===== src/rtl/hazard_ctrl_p.sv =====
// Hazard and forwarding controller for the five-stage pipeline:
// EX bypass selects, load-use stall sequencing, redirect flush, event counters.
module hazard_ctrl_p #(
  parameter int NUM_RS   = 2,
  parameter int REG_AW   = 5,
  parameter int LOAD_LAT = 1,
  parameter int CNT_W    = 16
) (
  input  logic                     clk,
  input  logic                     reset,
  input  logic                     de_valid,
  input  logic [NUM_RS*REG_AW-1:0] de_rs,
  input  logic                     ex_valid,
  input  logic [NUM_RS*REG_AW-1:0] ex_rs,
  input  logic [REG_AW-1:0]        ex_rd,
  input  logic                     ex_we,
  input  logic                     ex_is_load,
  input  logic [REG_AW-1:0]        mem_rd,
  input  logic                     mem_we,
  input  logic                     mem_is_load,
  input  logic [REG_AW-1:0]        wb_rd,
  input  logic                     wb_we,
  input  logic                     redirect,
  output logic [2*NUM_RS-1:0]      fwd_sel,
  output logic                     stall_fe,
  output logic                     stall_de,
  output logic                     bubble_ex,
  output logic                     flush_de,
  output logic                     flush_ex,
  output logic [CNT_W-1:0]         stall_events,
  output logic [CNT_W-1:0]         flush_events
);

  typedef enum logic {
    IDLE,
    STALL
  } state_t;

  localparam logic [2:0] LAT_M1 = 3'(LOAD_LAT - 1);
  localparam logic [1:0] SEL_RF  = 2'b00;
  localparam logic [1:0] SEL_MEM = 2'b01;
  localparam logic [1:0] SEL_WB  = 2'b10;

  state_t     state;
  logic [2:0] cnt;
  logic       hit;
  logic       stall_c;
  logic       flush_c;
  logic       ld_ex;
  logic       mem_fwd_ok;

  assign mem_fwd_ok = mem_we && !mem_is_load;

  // MEM is younger than WB, so its result wins
  for (genvar i = 0; i < NUM_RS; i++) begin : g_fwd
    logic [REG_AW-1:0] rs;
    assign rs = ex_rs[i*REG_AW +: REG_AW];
    always_comb begin
      fwd_sel[2*i +: 2] = SEL_RF;
      if (rs == '0)
        fwd_sel[2*i +: 2] = SEL_RF;
      else if (mem_fwd_ok && mem_rd == rs)
        fwd_sel[2*i +: 2] = SEL_MEM;
      else if (wb_we && wb_rd == rs)
        fwd_sel[2*i +: 2] = SEL_WB;
    end
  end

  assign ld_ex = ex_valid && ex_is_load && ex_we && (ex_rd != '0);

  always_comb begin
    hit = 1'b0;
    for (int i = 0; i < NUM_RS; i++)
      if (de_rs[i*REG_AW +: REG_AW] == ex_rd)
        hit = 1'b1;
    hit = hit && ld_ex && de_valid;
  end

  always_comb begin
    stall_c = 1'b0;
    unique case (state)
      IDLE:  stall_c = hit;
      STALL: stall_c = 1'b1;
      default: stall_c = 1'b0;
    endcase
    stall_c = stall_c && !redirect && reset;
  end

  assign flush_c   = redirect && reset;
  assign stall_fe  = stall_c;
  assign stall_de  = stall_c;
  assign bubble_ex = stall_c;
  assign flush_de  = flush_c;
  assign flush_ex  = flush_c;

  always_ff @(posedge clk or negedge reset) begin
    if (!reset) begin
      state <= IDLE;
      cnt   <= '0;
    end else if (redirect) begin
      state <= IDLE;
      cnt   <= '0;
    end else begin
      unique case (state)
        IDLE: begin
          if (hit && LOAD_LAT > 1) begin
            state <= STALL;
            cnt   <= LAT_M1;
          end
        end
        STALL: begin
          if (cnt <= 3'd1) begin
            state <= IDLE;
            cnt   <= '0;
          end else begin
            cnt <= cnt - 3'd1;
          end
        end
        default: begin
          state <= IDLE;
          cnt   <= '0;
        end
      endcase
    end
  end

  always_ff @(posedge clk or negedge reset) begin
    if (!reset) begin
      stall_events <= '0;
      flush_events <= '0;
    end else begin
      if (stall_c && stall_events != '1)
        stall_events <= stall_events + 1'b1;
      if (flush_c && flush_events != '1)
        flush_events <= flush_events + 1'b1;
    end
  end

endmodule


===== config.mk =====
export PLATFORM = sky130hd
export DESIGN_NAME = hazard_ctrl_p
export DESIGN_NICKNAME = d
export VERILOG_FILES = /design/src/rtl/hazard_ctrl_p.sv
export SDC_FILE = /design/constraint.sdc
export NUM_CORES = 1
export LEC_CHECK = 0
export CAP_MARGIN = 10
export CORE_MARGIN = 3
export CORE_UTILIZATION = 48
export CTS_CLUSTER_SIZE = 8
export DETAILED_ROUTE_END_ITERATION = 10
export GPL_TIMING_DRIVEN = 0
export PLACE_DENSITY = 0.93
export REMOVE_ABC_BUFFERS = 1
export SYNTH_ARGS = -nofsm -noshare
export SYNTH_HDL_FRONTEND = slang
export SYNTH_SLANG_ARGS = --single-unit
export TNS_END_PERCENT = 50

===== constraint.sdc =====
create_clock -name clk -period 6 [get_ports clk]
set_clock_uncertainty 0.15 [all_clocks]
set_input_delay 0.9 -clock clk [delete_from_list [all_inputs] [get_ports clk]]
set_output_delay 0.9 -clock clk [all_outputs]
set_load 0.03 [all_outputs]

==> qor.txt <==
====================================================================================
Clock tree from TritonCTS                                                      built
Total global routing track utilization                                         0.189
Chip height                                                                  74.5 um
# resized after CTS                                                                0
Number of cells produced by synthesis                                            218
Power density cells                                                      204 mW/mm^2
Max-cap violation count                                                            0
Final routed wire length divided by cell count                               14.4 um
Worst slack at placement                                                     1.65 ns
Worst vdd rail ir drop                                                    0.000266 V
Min-delay src                                                           flush_events[12]
Post-synthesis sequential area ratio                                           0.400
Post-CTS setup buffer count                                                        0
Last weighted congestion value of the routability-driven placer                0.813
Number of warnings reported in the yosys synthesis log                             0
Cell area after placement                                               0.00313 mm^2
CP Data Arrival Time                                                         3.29 ns
Register clock-pin slew on the reported worst setup and hold paths           0.07 ns
Final worst hold slack                                                      0.344 ns
Initial antenna violation count                                                    0
Worst reg-to-reg path cell count                                                   6
FF+latch count, synth                                                             36
CTS buffer count                                                                   5
CP Capture Type                                                         primary output
Most common flop cell mapped by yosys                                   sky130_fd_sc_hd__dfrtp_1
Final hold violation count                                                         0
Setup WS post-layout                                                         1.66 ns
Adder-cell share of the synthesized area                                      0.0222
Final setup viols                                                                  0
Placeable core region                                                   0.00444 mm^2
Nets                                                                             354
Fin crit period                                                              4.34 ns
Root Buffer                                                             sky130_fd_sc_hd__clkbuf_8
Flip-flop and latch area                                                    901 um^2
Reg power frac                                                                 0.440
Total global routing overflow                                                      0
Sum of negative setup slack                                                     0 ns
Count of unresolved DRC violations after routing                                   0
Area overhead of the layout relative to synthesis                              43.0%
Fraction of the mapped netlist area in simple logic gates                      0.248
Number of unique standard cell types used by synthesis                            45
# port buffers                                                                    85
Cells taking the most area after synthesis                              sky130_fd_sc_hd__dfrtp_1, sky130_fd_sc_hd__xnor2_1, sky130_fd_sc_hd__xor2_1, sky130_fd_sc_hd__nand2_1, sky130_fd_sc_hd__nand3_1
Synthesized-area fraction occupied by ao, oa, aoi and oai cells               0.0655
Area leader, netlist                                                    sky130_fd_sc_hd__dfrtp_1
Final Cell Area                                                         0.00322 mm^2
Category of the critical setup timing path                                    in2out
Aggregate routed wire length                                                 5150 um
Internal reg-to-reg setup slack                                              3.79 ns
Multi-input combinational cell area                                     0.00129 mm^2
Cell family with most CP delay                                          buffers and inverters
Vias                                                                            1887
Max-slew headroom at the worst pin                                             0.436
Mean instance size in the synthesized netlist                              10.3 um^2
Maximum buffer depth of the clock tree                                             2
Utilization after layout                                                       0.725
Count of pins on the block boundary                                               86
Switching Share                                                                0.303
Actual slew at the worst max-slew pin                                       0.846 ns
XOR/XNOR Fraction of Synth Area                                                0.218
Diodes inserted                                                                    0
Tightest Hold Check Type                                                     reg2reg
H-tree levels                                                                      2
Number of inserted filler cells in the final layout                              335
Worst Hold Depth                                                                   1
Leakage power                                                                1.36 nW
Hold worst-path end                                                     flush_events[12]
Fraction of synthesized area in multiplexers                                  0.0200
Final non-filler cell total                                                      357
Net switching power figure                                                    199 uW
Clock latency at the later pin of the worst-skew pair                        0.28 ns
Worst path required time                                                     4.95 ns
Cell repeated most along the worst path                                 sky130_fd_sc_hd__clkdlybuf4s50_1
Area fraction of the dominant cell type after synthesis                        0.400
Post-CTS Hold Fix Bufs                                                             0
Outcome                                                                 complete, no violations
Via count of the first global-routing pass                                      1864
Number of placement rows                                                          24
Relative contribution of combinational cells to total power                    0.280
Pin count of the biggest net entering global routing                              41
Cell internal pwr                                                             458 uW
Critical R2R Launch                                                     flush_events[0]
First-pass GRT wire length                                                   8250 um
Highest clock rate                                                           231 MHz
Cell with the largest stage delay on the worst path                     sky130_fd_sc_hd__clkdlybuf4s50_1
Horiz. Die Dim                                                               74.5 um
Via-per-instance ratio                                                          5.29
Most common cell in the netlist                                         sky130_fd_sc_hd__dfrtp_1
Combinational family with the most area after synthesis                 simple AND/OR/NAND/NOR gates
Number of clock sinks                                                             36
Inst Count DP                                                                    350
Delay contributed by the slowest stage of the critical path                  0.62 ns
Count of buffer and inverter cells on the critical path                            3
HPWL after DPL                                                               3950 um
Crit Reg-Reg Endpoint                                                   flush_events[9]
Startpoint types                                                          input port
Proportion of synthesized flip-flops having asynchronous set or reset           1.00
Period Utilization, post-route                                                 0.723
Fraction of power consumed by the clock network                                0.279
Initial core utilization                                                       0.507
Cell-by-cell listing of the critical path                               clkdlybuf4s50_1 > or4_1 > nor2_2 > nor4b_4 > a21oi_4 > inv_1 > clkdlybuf4s50_1
Cell area after synthesis                                               0.00225 mm^2
Start point of the critical path                                            ex_rd[1]
EDFF count, synth                                                                  0
Number of nets with antenna violations after detailed routing                      0
RSZ-0062 raised after global routing                                              no
Number of optimization iterations in the first detailed-route pass                 4
First DRT Iteration DRCs                                                          42
Crit Path Max Fanout                                                              12
Layout cells sized above 1                                                    0.0852
Final total power                                                             657 uW
Number of slew-limit violations in the final report                                0
Synth cell count leaders                                                sky130_fd_sc_hd__dfrtp_1, sky130_fd_sc_hd__xnor2_1, sky130_fd_sc_hd__xor2_1
Total Die Area                                                          0.00556 mm^2
====================================================================================
==> cell type report <==
cell class	count	area share
inverters	6	0.00699
repair buffers	85	0.262
flip-flops and latches	36	0.280
clock buffers	7	0.0299
well taps	52	0.0202
multi-input cells	171	0.401
==> registers in the layout, indices dropped and copies added (netlist names) <==
register / count
cnt: 3
state: 1
flush_events: 16
stall_events: 16
==> worst register-to-register path: cells and delay by family, from the launching register on <==
family	cells	cell delay (ns)
and+or+nand+nor	3	0.75
DFF	1	0.43
AOI/OAI and AO/OA	1	0.39
adders and majority gates	1	0.24
xor gates and xnor gates	1	0.14
==> power by group through the flow <==
stage               Sequential [mW]  Combinational (mW)  Clock [mW]
floorplan                     0.327              0.0528           0
global placement              0.292               0.180           0
detailed placement            0.292               0.184           0
CTS                           0.289               0.186       0.190
global route                  0.293               0.198       0.201
finish                        0.289               0.184       0.184
==> cell usage in the layout, fill, tap and decap left out, types with 2 or more instances in the layout <==
cell	n
sky130_fd_sc_hd__a211oi_1	2
sky130_fd_sc_hd__a21oi_1	3
sky130_fd_sc_hd__and3_1	7
sky130_fd_sc_hd__and4_1	2
sky130_fd_sc_hd__clkbuf_8	7
sky130_fd_sc_hd__clkdlybuf4s50_1	84
sky130_fd_sc_hd__dfrtp_1	36
sky130_fd_sc_hd__ha_1	4
sky130_fd_sc_hd__inv_1	6
sky130_fd_sc_hd__mux2_1	3
sky130_fd_sc_hd__nand2_1	20
sky130_fd_sc_hd__nand3_1	13
sky130_fd_sc_hd__nand4_1	7
sky130_fd_sc_hd__nor2_1	11
sky130_fd_sc_hd__nor2b_1	2
sky130_fd_sc_hd__nor3_1	6
sky130_fd_sc_hd__nor3b_2	2
sky130_fd_sc_hd__nor4_1	3
sky130_fd_sc_hd__o21ai_0	5
sky130_fd_sc_hd__or4_1	3
sky130_fd_sc_hd__xnor2_1	31
sky130_fd_sc_hd__xor2_1	25
==> cells by family (layout without fill, tap and decap cells) <==
family / Yosys count / in the layout
buffers and inverters: 11 / 98
AND/OR/NAND/NOR: 91 / 91
XOR/XNOR: 56 / 56
flip-flops: 36 / 36
adder cells (fa/ha/maj): 4 / 4
AO/OA/AOI/OAI: 16 / 16
multiplexers: 4 / 4
==> routing by layer <==
layer,global-route usage,wire length (um),up-vias
li1,-,-,931
met1,0.233,2190,901
met2,0.332,2660,55
met3,0.0473,305,0
met4,0.0435,0,0
met5,0,0,-
==> worst max path at each step <==
stage          cells after the start  slack [ns]         to
2_1_floorplan                      5        2.60  bubble_ex
3_3_place_gp                       5        0.84  bubble_ex
3_5_place_dp                       7        1.65  bubble_ex
4_1_cts                            7        1.65  bubble_ex
5_1_grt                            7        1.56  bubble_ex
6_report                           7        1.66  bubble_ex
Power figures use the tool's default switching activity.
